--- src/rtl/sw_debounce.sv ---
// Switch conditioner: per-channel 2-FF synchroniser, bounce filter,
// registered level and one-cycle rise/fall pulses.
module sw_debounce #(
    parameter int CHANNELS        = 3,
    parameter int DEBOUNCE_CYCLES = 1_000_000,
    parameter int CNT_W           = $clog2(DEBOUNCE_CYCLES)
) (
    input  logic                clk,
    input  logic                rst,
    input  logic [CHANNELS-1:0] sw_raw,
    output logic [CHANNELS-1:0] sw_level,
    output logic [CHANNELS-1:0] sw_rise,
    output logic [CHANNELS-1:0] sw_fall
);

    if (DEBOUNCE_CYCLES < 2 || CHANNELS < 1) begin : g_bad_params
        $error("sw_debounce: need DEBOUNCE_CYCLES >= 2 and CHANNELS >= 1");
    end

    typedef enum logic {
        STABLE = 1'b0,
        COUNT  = 1'b1
    } state_t;

    localparam logic [CNT_W-1:0] CNT_LAST = CNT_W'(DEBOUNCE_CYCLES - 1);
    localparam logic [CNT_W-1:0] CNT_ONE  = CNT_W'(1);

    logic [CHANNELS-1:0] sync_q1;
    logic [CHANNELS-1:0] sync_q2;
    logic [CNT_W-1:0]    cnt_q [CHANNELS];
    logic [CNT_W-1:0]    cnt_d [CHANNELS];
    state_t              state [CHANNELS];
    logic [CHANNELS-1:0] level_d;
    logic [CHANNELS-1:0] rise_d;
    logic [CHANNELS-1:0] fall_d;

    // State is implied by the counter: zero means the input agrees with the level.
    always_comb begin
        for (int i = 0; i < CHANNELS; i++) begin
            state[i]   = (cnt_q[i] == '0) ? STABLE : COUNT;
            cnt_d[i]   = '0;
            level_d[i] = sw_level[i];
            rise_d[i]  = 1'b0;
            fall_d[i]  = 1'b0;
            unique case (state[i])
                STABLE: begin
                    if (sync_q2[i] != sw_level[i])
                        cnt_d[i] = CNT_ONE;
                end
                COUNT: begin
                    if (sync_q2[i] == sw_level[i]) begin
                        cnt_d[i] = '0;
                    end else if (cnt_q[i] == CNT_LAST) begin
                        level_d[i] = sync_q2[i];
                        rise_d[i]  = sync_q2[i];
                        fall_d[i]  = ~sync_q2[i];
                    end else begin
                        cnt_d[i] = cnt_q[i] + CNT_ONE;
                    end
                end
            endcase
        end
    end

    always_ff @(posedge clk) begin
        if (rst) begin
            sync_q1  <= '0;
            sync_q2  <= '0;
            sw_level <= '0;
            sw_rise  <= '0;
            sw_fall  <= '0;
            for (int i = 0; i < CHANNELS; i++)
                cnt_q[i] <= '0;
        end else begin
            sync_q1  <= sw_raw;
            sync_q2  <= sync_q1;
            sw_level <= level_d;
            sw_rise  <= rise_d;
            sw_fall  <= fall_d;
            for (int i = 0; i < CHANNELS; i++)
                cnt_q[i] <= cnt_d[i];
        end
    end

endmodule
--- config.mk ---
export PLATFORM = sky130hd
export DESIGN_NAME = sw_debounce
export DESIGN_NICKNAME = d
export VERILOG_FILES = /design/src/rtl/sw_debounce.sv
export SDC_FILE = /design/constraint.sdc
export NUM_CORES = 1
export LEC_CHECK = 0
export BUFFER_PORTS_ARGS = -buffer_cell sky130_fd_sc_hd__buf_2
export CORE_UTILIZATION = 50
export DETAILED_ROUTE_END_ITERATION = 10
export GPL_ROUTABILITY_DRIVEN = 0
export PLACE_DENSITY_LB_ADDON = 0.2
export SLEW_MARGIN = 20
export SYNTH_ARGS = -nofsm -noshare
export SYNTH_HDL_FRONTEND = slang
export SYNTH_SLANG_ARGS = --single-unit
--- constraint.sdc ---
create_clock -name clk -period 2.5 [get_ports clk]
set_input_delay 0.5 -clock clk [delete_from_list [all_inputs] [get_ports clk]]
set_output_delay 0.5 -clock clk [all_outputs]
set_load 0.005 [all_outputs]
==> flow_summary.ini <==
[run_status]
status = completed

[route]
vias = 2368
ant_nets = 0
first_iter_violations = 116
drc = 0
via_per_inst = 5.23
dr.pass1.iters = 4
routedWlPerCell_um = 12.3
wirelength_um = 5580

[logic_synthesis]
synth_xor_area_share_pct = 15.0
synth_warnings = 0
synth_flop_cell = dfxtp_1
synthCells = 357
synth_seq_cells = 75
synth.area.mux_share_pct = 0.934
synth.most_common_cell = dfxtp_1
synth_area_leaders = dfxtp_1 (47%), xor2_1 (8.7%), nor2_1 (8.4%), xnor2_1 (6.3%), nand3_1 (3.3%)
synth_edf_count = 0
synthSimpleGateAreaFrac_pct = 30.9
synth.top_cells.by_count = dfxtp_1 (75), nor2_1 (72), xor2_1 (32)
synth_compound_gate_area_share_pct = 0.934
ys_async_sr_fraction_pct = 0
synth_area_per_cell_um2 = 9.01
synth_nets = 368
synth_fa_ha_area_share_pct = 2.33
synth_top_cell_area_share_pct = 46.7
synth_cell_types = 33
yosysSeqAreaShare_pct = 46.7
synth_area_mm2 = 0.00322
synth_top_family_by_area = simple AND/OR/NAND/NOR gates
yosysTopAreaCell = dfxtp_1

[global_routing]
grt_max_degree = 20
grt_pass1_vias = 2205
grt_pass1_wl_um = 9520
antenna_found_initial = 0
grt-ovfl-total = 0
grt_usage_pct = 18.9

[worst_setup_path]
worst-path-max-fanout = 19
max_stage_delay_ps = 620
slowest_stage = or4_1
end_kind = register
crit_family = simple AND/OR/NAND/NOR gates
path_cells = ha_1, and4_1, nand2_1, or4_1, nand3_2, nor2_1
startpoint_type = register
cp.required_ps = 2720
crit_type = register to register
critPathArrivalTime_ps = 2410
path_buf_inv = 0

[clock_tree]
cts_buffers = 9
clock_path_buffers = 2
htree_num_levels = 3
root_buffer = clkbuf_8
clock_sinks = 75
cts.clk_slew.worst_paths_ps = 80
clk_latency_ps = 350
hold_buffers = 0
post-cts-setup-buffer-count = 0
cts_tree = yes
cts-resized-gates = 0

[floorplan]
start_util_pct = 53.1
die_area_mm2 = 0.00676
core-area_mm2 = 0.00606
num_rows = 28
die_h_um = 82.2
io_pins = 14
die_x_um = 82.2

[hold_path]
hold_class = primary input to register

[sta]
drv_slew = 0
fin_crit_sh_pct = 87.4
finalSetupTns_ps = 0
finalHoldViolCount = 0
tightest_slew_ps = 640
skew_ps = 11.9
final-setup-viol-count = 0
max_freq_mhz = 458
fin_ws_ps = 315
slew_headroom_pct = 57.0
fin_crit_ps = 2180
rsz0062_at_grt = false

[run]
cap_viol_max_count = 0

[finish]
fin_nets = 384
syn_to_final_growth_pct = 11.3
stdcell_count = 453
antennaDiodeCount = 0
fillers = 537
drive_gt1_share_pct = 9.26

[pwr]
ir_drop_v = 0.000438
p_per_area_mw_per_mm2 = 680
p_leak_nw = 1.24

[placement]
hpwl_um = 3930
post-place-ws_ps = 350
portBuffers = 13
dpl.cell_count = 437
-- state kept, by name (all words and copies together) (netlist names) --
name	flops
sw_rise	3
sw_level	3
sw_fall	3
cnt_q	60
sync_q1	3
sync_q2	3
-- area by class of cell --
class | instances | area (um2) | share of cell area [%]
Multi-Input combinational cell | 262 | 1610 | 45.0
Sequential cell | 75 | 1500 | 41.9
Clock inverter | 6 | 136 | 3.81
Clock buffer | 10 | 128 | 3.57
Tap cell | 75 | 93.8 | 2.62
Timing Repair Buffer | 13 | 65.1 | 1.82
Inverter | 12 | 45.0 | 1.26
-- metal layers --
| layer | share of wire [%] | global-route usage (%) | vias up |
|---|---|---|---|
| li1 | - | - | 1243 |
| met1 | 51 | 23.5 | 1089 |
| met2 | 45 | 30.4 | 24 |
| met3 | 2.2 | 4.29 | 12 |
| met4 | 2.2 | 10.0 | 0 |
| met5 | 0 | 0 | - |
-- metrics by stage --
step           utilization [%]  total power [mW]  instance area (um2)  hold WS (ps)
6_report                  59.1              2.43                 3580           356
5_1_grt                   59.1              2.51                 3580           357
4_1_cts                   59.1              2.47                 3580           340
3_5_place_dp              54.7              1.25                 3320           428
3_3_place_gp              54.7              1.25                 3320           418
2_1_floorplan                -              1.25                 3220           414
-- logic make-up (layout without fill, tap and decap cells) --
logic type | after synthesis | count (layout)
xor gates and xnor gates | 55 | 55
and+or+nand+nor | 193 | 193
buffers and inverters | 20 | 41
AOI/OAI and AO/OA | 5 | 5
adders and majority gates | 6 | 6
muxes | 3 | 3
DFF | 75 | 75
-- report_power, final --
| group | internal [mW] | switching (mW) | leakage (nW) |
|---|---|---|---|
| logic | 0.00927 | 0.0119 | 0.507 |
| registers | 1.20 | 0.00348 | 0.605 |
| clock network | 0.768 | 0.442 | 0.127 |
| total | 1.98 | 0.458 | 1.24 |
-- cell usage in the layout, fill, tap and decap left out, drive strengths merged --
master,count
dfxtp,75
nor2,72
xor2,32
nand3,24
xnor2,23
nand2,23
nand4,15
nor3,13
buf,13
inv,13
nor4,10
clkbuf,10
and3,7
and4,7
nor2b,6
ha,6
nand2b,4
bufinv,4
or4,4
nor4b,3
a21oi,3
mux2i,3
a21boi,2
or2,2
nor3b,1
nand4b,1
nand3b,1
clkinvlp,1
-- final timing paths --
check,cells after the start,to,slack [ps],start
min,2,sync_q1[2],360,sw_raw[2]
min reg2reg,1,sync_q2[2],440,sync_q1[2]
max reg2reg,6,cnt_q[0][35],320,cnt_q[0][21]
max,6,cnt_q[0][35],320,cnt_q[0][21]
Power figures use the tool's default switching activity.
